[config.mk]
export PLATFORM = sky130hd
export DESIGN_NAME = sr_pulse_driver
export DESIGN_NICKNAME = d
export VERILOG_FILES = /design/src/rtl/sr_pulse_driver.sv
export SDC_FILE = /design/constraint.sdc
export NUM_CORES = 1
export LEC_CHECK = 0
export CAP_MARGIN = 20
export CORE_MARGIN = 3
export CORE_UTILIZATION = 50
export DETAILED_ROUTE_END_ITERATION = 10
export HOLD_SLACK_MARGIN = 0.05
export PLACE_DENSITY = 0.68
export REMOVE_ABC_BUFFERS = 1
export SYNTH_ARGS = -nofsm -noshare
export SYNTH_HDL_FRONTEND = slang
export SYNTH_SLANG_ARGS = --single-unit
[constraint.sdc]
create_clock -name INclk -period 1.9 [get_ports INclk]
set_input_delay 0.19 -clock INclk [delete_from_list [all_inputs] [get_ports INclk]]
set_output_delay 0.19 -clock INclk [all_outputs]
set_load 0.005 [all_outputs]
[src/rtl/sr_pulse_driver.sv]
// Turns two bouncy push-buttons into clean, mutually exclusive set/reset pulses for a NOR SR latch.
// Define SR_PULSE_COUNT_EN to add the 8-bit OUTpulseCnt issued-pulse counter.
module sr_pulse_driver #(
    parameter int DEBOUNCE_CYCLES = 50000,
    parameter int PULSE_CYCLES    = 1,
    parameter int CNT_W           = 16
) (
    input  logic       INclk,
    input  logic       INreset,
    input  logic       INbtnSet,
    input  logic       INbtnReset,
    output logic       OUTset,
    output logic       OUTreset,
    output logic       OUTbusy
`ifdef SR_PULSE_COUNT_EN
    ,
    output logic [7:0] OUTpulseCnt
`endif
);

    localparam int PC_W = (PULSE_CYCLES > 1) ? $clog2(PULSE_CYCLES) : 1;
    localparam logic [CNT_W-1:0] DEB_LAST   = CNT_W'(DEBOUNCE_CYCLES - 1);
    localparam logic [PC_W-1:0]  PULSE_LAST = PC_W'(PULSE_CYCLES - 1);

    typedef enum logic [1:0] {IDLE, PULSE, RELEASE} state_t;
    typedef enum logic {CMD_SET, CMD_RESET} cmd_t;

    // Bit 0 carries the set button, bit 1 the reset button.
    logic [1:0]       sync1_q, sync1_d;
    logic [1:0]       sync2_q, sync2_d;
    logic [1:0]       deb_q, deb_d;
    logic [1:0]       rise;
    logic [CNT_W-1:0] cnt_q [2];
    logic [CNT_W-1:0] cnt_d [2];

    state_t           state_q, state_d;
    cmd_t             cmd_q, cmd_d;
    logic [PC_W-1:0]  pcnt_q, pcnt_d;
    logic             set_q, set_d;
    logic             reset_q, reset_d;
    logic             busy_q, busy_d;

    // The counter only advances while the synchronised level disagrees, so it can never pass DEB_LAST.
    always_comb begin
        sync1_d = {INbtnReset, INbtnSet};
        sync2_d = sync1_q;
        deb_d   = deb_q;
        rise    = '0;
        for (int i = 0; i < 2; i++) begin
            cnt_d[i] = cnt_q[i];
            if (sync2_q[i] == deb_q[i]) begin
                cnt_d[i] = '0;
            end else if (cnt_q[i] >= DEB_LAST) begin
                deb_d[i] = sync2_q[i];
                cnt_d[i] = '0;
                rise[i]  = sync2_q[i];
            end else begin
                cnt_d[i] = cnt_q[i] + CNT_W'(1);
            end
        end
    end

    // Outputs are decoded from the next state so they register alongside it; a single cmd makes overlap impossible.
    always_comb begin
        state_d = state_q;
        cmd_d   = cmd_q;
        pcnt_d  = pcnt_q;
        unique case (state_q)
            IDLE: begin
                if (rise[1]) begin
                    state_d = PULSE;
                    cmd_d   = CMD_RESET;
                    pcnt_d  = '0;
                end else if (rise[0]) begin
                    state_d = PULSE;
                    cmd_d   = CMD_SET;
                    pcnt_d  = '0;
                end
            end
            PULSE: begin
                if (pcnt_q >= PULSE_LAST) begin
                    state_d = RELEASE;
                end else begin
                    pcnt_d = pcnt_q + PC_W'(1);
                end
            end
            RELEASE: begin
                if (deb_q == 2'b00) begin
                    state_d = IDLE;
                end
            end
            default: state_d = IDLE;
        endcase
        set_d   = (state_d == PULSE) && (cmd_d == CMD_SET);
        reset_d = (state_d == PULSE) && (cmd_d == CMD_RESET);
        busy_d  = (state_d != IDLE);
    end

    always_ff @(posedge INclk) begin
        if (INreset) begin
            sync1_q  <= '0;
            sync2_q  <= '0;
            deb_q    <= '0;
            cnt_q[0] <= '0;
            cnt_q[1] <= '0;
            state_q  <= IDLE;
            cmd_q    <= CMD_SET;
            pcnt_q   <= '0;
            set_q    <= 1'b0;
            reset_q  <= 1'b0;
            busy_q   <= 1'b0;
        end else begin
            sync1_q  <= sync1_d;
            sync2_q  <= sync2_d;
            deb_q    <= deb_d;
            cnt_q[0] <= cnt_d[0];
            cnt_q[1] <= cnt_d[1];
            state_q  <= state_d;
            cmd_q    <= cmd_d;
            pcnt_q   <= pcnt_d;
            set_q    <= set_d;
            reset_q  <= reset_d;
            busy_q   <= busy_d;
        end
    end

    assign OUTset   = set_q;
    assign OUTreset = reset_q;
    assign OUTbusy  = busy_q;

`ifdef SR_PULSE_COUNT_EN
    logic [7:0] pulse_cnt_q, pulse_cnt_d;

    always_comb begin
        pulse_cnt_d = pulse_cnt_q;
        if ((state_q == IDLE) && (state_d == PULSE)) begin
            pulse_cnt_d = pulse_cnt_q + 8'd1;
        end
    end

    always_ff @(posedge INclk) begin
        if (INreset) begin
            pulse_cnt_q <= '0;
        end else begin
            pulse_cnt_q <= pulse_cnt_d;
        end
    end

    assign OUTpulseCnt = pulse_cnt_q;
`endif

endmodule

==> flow_summary.yaml, run 1 <==
clocking:
  cts_tree: "yes"
  clockRootBuffer: "clkbuf_4"
  numCtsBuffers: 5
  clock_path_buffers: 2
  cts_max_level: 2
  cts.sink_count: 43
  clk_pin_slew_ns: 0.14
  clk-insertion-delay-late_ns: 0.37
route:
  routed_wl_mm: 3.402
  drt_pass1_iterations: 4
  drcViolationCount: 0
  detail-route-antenna-nets: 0
  routed_via_density: 5.304
  first_iter_violations: 85
  num_vias: 1448
  wl_per_cell_um: 12.46
sta:
  relSlewSlack_pct: 74.53
  hold_ws_ns: 0.3519
  fin_ws_ns: 0.04363
  fmax_ghz: 0.5387
  hold_violations: 0
  finalSetupViolCount: 0
  period_needed_ns: 1.856
  worstMarginPinSlew_ns: 0.3780
  period_share_pct: 97.70
  rsz0062_at_grt: "yes"
  slew_violations: 0
  clock_skew_ns: 0.01028
outcome:
  status: "finished clean"
synthesis:
  synth_cell_types: 32
  ys_warn_count: 0
  ys_ff_latch: 43
  seq_area_frac_synth_pct: 47.84
  avgSynthCellArea_sq_um: 8.777
  syn_area_sq_um: 1799
  netlist_instances: 205
power_and_ir_drop:
  ir_drop_mv: 0.4975
  pwr-share-comb_pct: 2.1
  p_sw_share_pct: 24.27
  p_int_uw: 1083
  p_seq_share_pct: 63.6
  power.clock.fraction_pct: 34.2
  switching_power_uw: 347.1
  p_leak_uw: 0.0006164
  power.density_nw_per_um2: 683.2
floorplan:
  start_util_pct: 53.08
  die_height_um: 65.99
  rows: 21
  core_sq_um: 3390
  dieArea_sq_um: 4354
  fp.dieW_um: 65.99
  ioPinCount: 7
worst_hold_path:
  whs_endpoint: "sync1_q[1]"
  worstHoldStart: "INbtnReset"
  hold_depth: 2
  holdCritPathClass: "in2reg"
final_layout:
  antennaDiodeCount: 0
  finalNonFillerCells: 273
  area_delta_synth_final_pct: 16.34
  fin_area_sq_um: 2093
  nNetsFinal: 232
  nFillCells: 291
  drive_gt1_share_pct: 14.10
run:
  cap_violations: 0
placed_design:
  dp_hpwl_mm: 2.408
  numPortBuffers: 6
  gp_congestion: 0.8363
  dp.cells: 264
  postPlaceCellArea_sq_um: 1991
  post-place-ws_ns: 0.02006
critical_path:
  endpoint_kind: "flip-flop"
  timing.rr.start: "cnt_q[0][13]"
  r2r-end: "cnt_q[0][3]"
  worstPathRequired_ns: 2.21
  rr_worst_depth: 5
  critPathMaxFanout: 8
  startpoint_type: "flip-flop"
  cp.arrival_ns: 2.16
  r2r_slack_ns: 0.04
  critPathKind: "reg2reg"
grt:
  grt_max_degree: 17
  antenna_found_initial: 0
  grt_pass1_wl_mm: 6.341
  grt_pass1_vias: 1479
  track_usage_pct: 19.07
  grt_overflow: 0
==> through the flow <==
| step | power, uW | util [%] | setup TNS, ns |
|---|---|---|---|
| after global placement | 956.2 | 58.73 | 0 |
| after detailed placement | 956.7 | 58.73 | 0 |
| after global routing | 1492 | 61.76 | -0.05375 |
| after CTS | 1450 | 61.06 | 0 |
| final | 1430 | 61.76 | 0 |
| after floorplan | 939.5 | - | -0.01129 |
==> what timing repair did <==
| action | 4_1_cts | 5_1_grt |
|---|---|---|
| gates cloned | 1 | 0 |
| pin swaps | 0 | 1 |
| setup buffers | 0 | 0 |
| gates resized for setup | 3 | 8 |
| hold buffers | 0 | 0 |
| setup endpoints to repair | 7 | 35 |
==> worst max-delay path by stage <==
stage	startpoint	end	slack, ns
floorplan	cnt_q[0][13]	cnt_q[0][13]	-0.006
global placement	cnt_q[0][13]	cnt_q[0][13]	0.06
detailed placement	cnt_q[0][13]	cnt_q[0][14]	0.02
CTS	cnt_q[0][13]	cnt_q[0][11]	0.006
global route	cnt_q[0][13]	cnt_q[0][8]	-0.01
finish	cnt_q[0][13]	cnt_q[0][3]	0.04
==> critical path, cell delays in order, from the launching register on <==
cell and delay [ns]:
dfxtp_2 0.35, or4_4 0.53, nor2b_4 0.15, or4_4 0.50, buf_6 0.16, nor2_1 0.11
==> sequential cells by signal (all words and copies together), names as in the netlist <==
register	cells
cnt_q	32
deb_q	2
state_q	2
sync1_q	2
sync2_q	2
OUTbusy	1
OUTreset	1
OUTset	1
==> layout by cell type (no fill, tap or decap), drive strengths merged, types with 3 or more instances in the layout <==
cell type	synthesis	routed
a21oi	6	6
buf	3	13
clkbuf	2	5
clkdlybuf4s50	0	6
dfxtp	43	43
inv	10	13
nand2	9	9
nand3	11	11
nand4	6	6
nor2	41	41
nor2b	5	5
nor3	8	8
nor4	8	8
o21ai	6	6
or3	3	3
or4	3	3
xnor2	22	22
xor2	4	4
==> cell families after synthesis <==
family,after synthesis,synth area share (%)
XOR/XNOR,26,12.66
adder cells (fa/ha/maj),2,1.391
AO/OA/AOI/OAI,19,6.607
buffers and inverters,15,3.686
flip-flops,43,47.84
AND/OR/NAND/NOR,100,27.82
==> power by group through the flow <==
stage,registers [uW],clock network [uW],logic (uW)
5_1_grt,911,546,34.5
2_1_floorplan,929,0,10.5
3_3_place_gp,930,0,26.5
6_report,910,489,30.7
3_5_place_dp,930,0,27.1
4_1_cts,910,510,29.6
==> layer usage <==
layer | global-route usage (%) | part of all wire, % | vias up
met3 | 5.612 | 3.0 | 7
met2 | 32.92 | 49 | 16
met4 | 7.868 | 1.8 | 0
li1 | - | - | 743
met1 | 21.87 | 46 | 682
met5 | 0 | 0 | -
==> synthesized netlist by cell type <==
master	instances	share of area (%)
nand3_1	11	3.1
and3_1	1	0.35
inv_1	10	2.1
o31a_1	1	0.49
nand2_1	9	1.9
a2111o_1	1	0.63
buf_2	2	0.56
or4_1	2	0.83
nor4b_1	2	0.97
buf_6	1	0.63
or3_1	3	1.0
a2111oi_0	2	0.97
o21a_1	1	0.42
dfxtp_1	43	48
nor2b_1	4	1.4
ha_1	2	1.4
nand4_1	6	2.1
nor3b_1	1	0.42
nor2b_4	1	0.76
clkbuf_1	2	0.42
nor4_1	8	2.8
or2_2	1	0.35
nor3_1	8	2.2
o21ai_0	6	1.7
o211ai_1	1	0.42
nor2_1	41	8.6
a31oi_1	1	0.35
or3b_2	1	0.49
a21oi_1	6	1.7
xor2_1	4	1.9
xnor2_1	22	11
or4_4	1	0.63
==> area by class of cell <==
class | count | area (sq um) | area share (%)
multi-input combinational | 147 | 894.6 | 42.74
inverter | 10 | 37.54 | 1.793
clock inverter | 3 | 26.28 | 1.255
sequential | 43 | 862.1 | 41.18
clock buffer | 5 | 37.54 | 1.793
tap | 46 | 57.56 | 2.750
timing repair buffer | 19 | 177.7 | 8.488
Note: power is estimated with default switching activity, not from simulation.
==> run 2, diff against run 1 <==
--- a/config.mk
+++ b/config.mk
@@ -9,6 +9,7 @@
 export CORE_MARGIN = 3
 export CORE_UTILIZATION = 50
 export DETAILED_ROUTE_END_ITERATION = 10
+export GPL_ROUTABILITY_DRIVEN = 1
 export HOLD_SLACK_MARGIN = 0.05
 export PLACE_DENSITY = 0.68
 export REMOVE_ABC_BUFFERS = 1
==> results of run 2 <==
The final DEF is identical to that of run 1; final timing and power are the same.
==> run 3, diff against run 2 <==
--- a/config.mk
+++ b/config.mk
@@ -6,7 +6,6 @@
 export NUM_CORES = 1
 export LEC_CHECK = 0
 export CAP_MARGIN = 20
-export CORE_MARGIN = 3
 export CORE_UTILIZATION = 50
 export DETAILED_ROUTE_END_ITERATION = 10
 export GPL_ROUTABILITY_DRIVEN = 1
==> run 3 against run 2 <==
  * Via count about the same
  * Clock power fell by 11%
  * Register-to-register slack is essentially flat
  * Critical endpoint is now cnt_q[0][14]
  * Die area fell by 12%
  * Sequential cell count unchanged
  * Setup slack barely moved
  * Core utilization shrank 0.55 points
  * Global-route usage increased by 0.70 points
  * Clock-buffer cell count is the same
  * Hold slack better by 0.029 ns
==> flow_summary.yaml, run 3 (synthesized netlist as in run 1, its figures left out) <==
floorplan:
  core_sq_um: 3390
  ioPinCount: 7
  dieArea_sq_um: 3842
  die_height_um: 61.99
  rows: 21
  start_util_pct: 53.08
  fp.dieW_um: 61.99
critical_path:
  worstPathRequired_ns: 2.20
  cp.arrival_ns: 2.15
  critPathMaxFanout: 8
  endpoint_kind: "flip-flop"
  crit_buf_inv: 1
  r2r_slack_ns: 0.04
  cp_cell_sequence: "or4_4 -> nor2b_4 -> or4_4 -> buf_6 -> a21oi_2"
  cp_top_family: "simple AND/OR/NAND/NOR gates"
  cpMostUsedCell: "or4_4"
  critPathKind: "reg2reg"
  crit_cells: 5
  r2r-end: "cnt_q[0][14]"
  timing.rr.start: "cnt_q[0][13]"
  startpoint_type: "flip-flop"
  slowest_stage: "or4_4"
  max_stage_delay_ns: 0.52
  rr_worst_depth: 5
clocking:
  cts_tree: "yes"
  numCtsBuffers: 5
  cts.sink_count: 43
  clockRootBuffer: "clkbuf_4"
  clk-insertion-delay-late_ns: 0.35
  cts_max_level: 2
  hold_buffers: 0
  clk_pin_slew_ns: 0.13
  clock_path_buffers: 2
route:
  drcViolationCount: 0
  drt_pass1_iterations: 4
  routed_wl_mm: 3.436
  num_vias: 1447
  wl_per_cell_um: 12.63
  first_iter_violations: 70
  routed_via_density: 5.320
  detail-route-antenna-nets: 0
final_layout:
  final_cell_mix: "42 x dfxtp_1, 40 x nor2_1, 22 x xnor2_1"
  nFillCells: 290
  antennaDiodeCount: 0
  regMostFlops: "cnt_q"
  largest_reg_flops: 32
  area_delta_synth_final_pct: 15.30
  drive_gt1_share_pct: 13.27
  final_common_cell: "dfxtp_1"
  nNetsFinal: 231
  fin_area_sq_um: 2074
sta:
  finalSetupViolCount: 0
  period_needed_ns: 1.856
  hold_ws_ns: 0.3812
  fmax_ghz: 0.5387
  slew_violations: 0
  clock_skew_ns: 0.007051
  setup_tns_ns: 0
  relSlewSlack_pct: 73.98
  period_share_pct: 97.70
  worstMarginPinSlew_ns: 0.3893
  hold_violations: 0
placed_design:
  gp_congestion: 0.8496
  dp_hpwl_mm: 2.392
  numPortBuffers: 6
  postPlaceCellArea_sq_um: 1983
grt:
  grt_max_degree: 17
  busiest_layer: "met2"
  grt.met1_usage_pct: 21.64
  antenna_found_initial: 0
  grt_pass1_vias: 1299
  grt_pass1_wl_mm: 5.354
  grtUsageMet3_pct: 8.075
  track_usage_pct: 19.77
  grt_overflow: 0
  grtUsageMet2_pct: 33.43
power_and_ir_drop:
  power.density_nw_per_um2: 662.9
  p_leak_uw: 0.0005978
  ir_drop_mv: 0.5294
  total_power_uw: 1375
run:
  cap_violations: 0
worst_hold_path:
  worstHoldStart: "INbtnSet"
  hold_depth: 2
  holdCritPathClass: "in2reg"
  whs_endpoint: "sync1_q[0]"
outcome:
  status: "finished clean"
-- run 3: worst max path at each step --
stage,from,end,slack (ns)
finish,cnt_q[0][13],cnt_q[0][14],0.04
global placement,cnt_q[0][13],cnt_q[0][13],0.07
CTS,cnt_q[0][13],cnt_q[0][3],0.02
detailed placement,cnt_q[0][13],cnt_q[0][13],0.004
floorplan,cnt_q[0][13],cnt_q[0][13],-0.006
global route,cnt_q[0][16],cnt_q[0][18],-0.0005
-- run 3: area by class of cell --
| class | instances | area [sq um] | area share [%] |
|---|---|---|---|
| multi-input combinational | 147 | 889.6 | 42.88 |
| clock buffer | 5 | 37.54 | 1.809 |
| clock inverter | 3 | 20.02 | 0.9650 |
| inverter | 10 | 37.54 | 1.809 |
| timing repair buffer | 18 | 170.2 | 8.203 |
| sequential | 43 | 862.1 | 41.56 |
| tap | 46 | 57.56 | 2.774 |
-- run 3: power by group --
group          switching [uW]  internal [uW]
combinational            13.9           16.7
sequential               2.95            907
clock                     294            141
total                     311           1060
-- run 3: what timing repair did --
action / in CTS / in global routing
hold endpoints to repair: 0 / 0
pin swaps: 0 / 1
gates resized for setup: 3 / 7
gates cloned: 1 / 0
endpoints found under the setup margin: 4 / 34
buffers inserted: 0 / 0
-- run 3: metal layers --
layer	routed length (um)	share of wire, %
met3	143	4.2
met2	1685	49
met1	1529	44
met5	0	0
met4	78	2.3
-- run 3: stage by stage --
stage | std cells | setup WS, ns | util, %
2_1_floorplan | 200 | -0.005646 | -
3_3_place_gp | 263 | 0.07318 | 58.51
3_5_place_dp | 263 | 0.004240 | 58.51
4_1_cts | 272 | 0.02175 | 60.65
5_1_grt | 272 | -0.0004809 | 61.20
6_report | 272 | 0.04361 | 61.20
==> variant 1 (config.mk and constraints of run 2) <==
Change the parameter `DEBOUNCE_CYCLES` from 50000 to 25000.
--- a/src/rtl/sr_pulse_driver.sv
+++ b/src/rtl/sr_pulse_driver.sv
@@ -1,7 +1,7 @@
 // Turns two bouncy push-buttons into clean, mutually exclusive set/reset pulses for a NOR SR latch.
 // Define SR_PULSE_COUNT_EN to add the 8-bit OUTpulseCnt issued-pulse counter.
 module sr_pulse_driver #(
-    parameter int DEBOUNCE_CYCLES = 50000,
+    parameter int DEBOUNCE_CYCLES = 25000,
     parameter int PULSE_CYCLES    = 1,
     parameter int CNT_W           = 16
 ) (
Behaviour: same outputs for any inputs over 10 cycles, from zero or initial values and one cycle with INreset high; that may be too few to reach the edited logic, so the function may still have changed.
==> variant 1 against run 2 <==
- area after synthesis decreased by 3.3%
- wire length decreased by 6.6%
- final area increased by 2.0%
- sequential power increased by 0.9%
- total power increased by 8.9%
- sequential cell count unchanged
- worst setup slack got worse by 0.022 ns
==> variant 1: results (changes against run 2) <==
* Gp weighted congestion at 0.7889 (was 0.8363)
* Clock latency on the worst-skew pair at 0.34 ns (was 0.37 ns)
* Met3 WL post-DR at 159 microns (was 101 microns)
* Sw Ratio at 19.61% (was 24.27%)
* Metal2 WL at 1495 microns (was 1679 microns)
* M1 GR Usage at 19.61% (was 21.87%)
* Layout cell share with drive strength beyond 1 at 21.92% (was 14.10%)
* Reg power frac at 59.0% (was 63.6%)
* Placed Area at 1959 sq um (was 1991 sq um)
* Post-Route WL at 3178 microns (was 3402 microns)
* VDD IR-drop max at 750.0 uV (was 497.5 uV)
* Clk_skew at 0.005162 ns (was 0.01028 ns)
* Path depth of the worst reg2reg path at 6 (was 5)
* Fin Hold WS at 0.3849 ns (was 0.3519 ns)
* Global routing met3 resource utilization at 6.412% (was 5.612%)
* Leakage power at 0.7076 nW (was 0.6164 nW)
* Net Sw Power at 305.3 uW (was 347.1 uW)
* Sequential share of the synthesized area at 49.46% (was 47.84%)
* First-pass GRT wire length at 5623 microns (was 6341 microns)
* Placed cell count at 253 (was 264)
* Number of global-route vias before repair at 1360 (was 1479)
* Clock transition at path regs at 0.12 ns (was 0.14 ns)
* Top cells by area, synth: dfxtp_1 49%, nor2_1 6.7%, xnor2_1 6.0%, xor2_1 5.5%, nand3_1 3.2% (was dfxtp_1 48%, xnor2_1 11%, nor2_1 8.6%, nand3_1 3.1%, nor4_1 2.8%)
* Largest net degree at the start of global routing at 14 (was 17)
* End of the critical path: cnt_q[0][28] (was cnt_q[0][3])
* DRT iter0 DRCs at 101 (was 85)
* List of most frequent post-synthesis cells: 43 x dfxtp_1, 31 x nor2_1, 12 x xnor2_1 (was 43 x dfxtp_1, 41 x nor2_1, 22 x xnor2_1)
* Post-cts resize count at 6 (was 3)
* Worst Setup Slack, final at 0.02192 ns (was 0.04363 ns)
* Status: completed (unchanged)
* Final net count at 224 (was 232)
[variant 1: cell count changes in the layout (fill, tap and decap cells not counted), moves of 6 or more]
cell,run 2,this run
nor2_1,39,25
xnor2_1,22,12
buf_4,10,18
xor2_1,4,11
nor2_2,2,8
nor4_1,8,2
[variant 1: layout make-up]
cell class | count | area, sq um
clock inverters | 2 | 35.03
fillers | 272 | 1042
flip-flops and latches | 43 | 863.3
multi-input cells | 135 | 887.1
inverters | 7 | 26.28
repair buffers | 26 | 217.7
clock buffers | 6 | 51.30
well taps | 44 | 55.05
[variant 1: kinds of logic (layout without fill, tap and decap cells)]
group                      count (synthesis)  count (layout)  share of synthesized area, %
DFF                                       43              43                         49.46
and+or+nand+nor                           84              84                         24.37
adders and majority gates                  2               2                         1.438
AOI/OAI and AO/OA                         24              24                         9.418
xor gates and xnor gates                  23              23                         11.57
buffers and inverters                     14              41                         3.523
other                                      1               2                        0.2155
==> variant 2 (settings of run 2) <==
Without the edit above. Re-encode `state_t` (3 states) as one-hot, 3 bits wide.
--- a/src/rtl/sr_pulse_driver.sv
+++ b/src/rtl/sr_pulse_driver.sv
@@ -22,7 +22,7 @@
     localparam logic [CNT_W-1:0] DEB_LAST   = CNT_W'(DEBOUNCE_CYCLES - 1);
     localparam logic [PC_W-1:0]  PULSE_LAST = PC_W'(PULSE_CYCLES - 1);
 
-    typedef enum logic [1:0] {IDLE, PULSE, RELEASE} state_t;
+    typedef enum logic [2:0] {IDLE = 3'b001, PULSE = 3'b010, RELEASE = 3'b100} state_t;
     typedef enum logic {CMD_SET, CMD_RESET} cmd_t;
 
     // Bit 0 carries the set button, bit 1 the reset button.
Check against the original RTL: same outputs for any inputs over 10 cycles, from zero or initial values and one cycle with INreset high; not proved beyond that.
==> variant 2 against run 2 <==
- maximum frequency grew 7.0%
- final area grew 2.1%
- worst hold slack gained 0.088 ns
- total power grew 16%
- worst setup slack gained 0.12 ns
- sequential share of layout area is essentially flat
- via count grew 2.4%
- sequential cell count grew 1
- count of clock-buffer cells in the layout is the same
- wire length shrank 2.9%
- clock skew is essentially flat
- area after synthesis grew 4.9%
- sequential power grew 2%
- die area grew 4.4%
- largest power group unchanged
==> variant 2: results (changes against run 2) <==
* Synth Area per Inst at 8.817 sq um (was 8.777 sq um)
* Gp weighted congestion at 0.8345 (was 0.8363)
* Reg2reg setup slack at 0.16 ns (was 0.04 ns)
* Reg-to-reg startpoint: cnt_q[0][1] (was cnt_q[0][13])
* Routed len/inst at 11.97 microns (was 12.46 microns)
* List of most frequent post-synthesis cells: 44 x dfxtp_1, 38 x nor2_1, 17 x xnor2_1 (was 43 x dfxtp_1, 41 x nor2_1, 22 x xnor2_1)
* Sequential share of the synthesized area at 46.68% (was 47.84%)
* Yosys cell types at 33 (was 32)
* VDD IR-drop max at 389.1 uV (was 497.5 uV)
* Logic pwr share at 1.8% (was 2.1%)
* Layout cell share with drive strength beyond 1 at 9.565% (was 14.10%)
* Fin Hold WS at 0.4400 ns (was 0.3519 ns)
* Post-Route WL at 3303 microns (was 3402 microns)
* Placed cell count at 268 (was 264)
* Maximum fanout along the worst path at 5 (was 8)
* M1 WL at 1626 microns (was 1558 microns)
* M1 GR Usage at 19.82% (was 21.87%)
* Final net count at 235 (was 232)
* Met3 WL post-DR at 114 microns (was 101 microns)
* First-pass GRT wire length at 5871 microns (was 6341 microns)
* DRT iter0 DRCs at 76 (was 85)
* Top cells by area, synth: dfxtp_1 47%, xnor2_1 7.9%, nor2_1 7.6%, xor2_1 4.6%, nor3_1 3.2% (was dfxtp_1 48%, xnor2_1 11%, nor2_1 8.6%, nand3_1 3.1%, nor4_1 2.8%)
* Status: completed (unchanged)
* Vias/cell at 5.373 (was 5.304)
* Cell class contributing the biggest share of worst-path delay: compound AO/OA/AOI/OAI gates (was simple AND/OR/NAND/NOR gates)
* Min Tclk post-route at 1.736 ns (was 1.856 ns)
* Clk_skew at 0.009942 ns (was 0.01028 ns)
[variant 2: cell count changes after synthesis, sizes merged, moves of 2 or more]
cell,before,now
or2,1,3
nor3b,1,3
nor4,8,4
a211oi,0,2
nor2,41,38
nor3,8,12
nand4,6,9
xor2,4,10
xnor2,22,17
nand2,9,6
a2111oi,2,0
a31oi,1,3
and4,0,2
[variant 2: what timing repair did]
action                                  in CTS  in global routing
endpoints found under the hold margin        0                  0
endpoints found under the setup margin       0                 20
resized for setup                            0                  1
[variant 2: cell type report]
class	instances	area, sq um
multi-input cells	156	940.9
fillers	315	1358
clock buffers	5	68.82
flip-flops and latches	44	880.8
repair buffers	13	112.6
well taps	46	57.56
inverters	9	33.78
clock inverters	3	42.54
[variant 2: logic make-up (layout without fill, tap and decap cells)]
family,Yosys count,count (layout),share of synthesized area (%)
xor+xnor,27,27,12.53
buf+inv,14,30,3.713
simple gates,105,105,28.65
fa+ha+maj,2,2,1.326
compound gates,22,22,7.095
flops,44,44,46.68
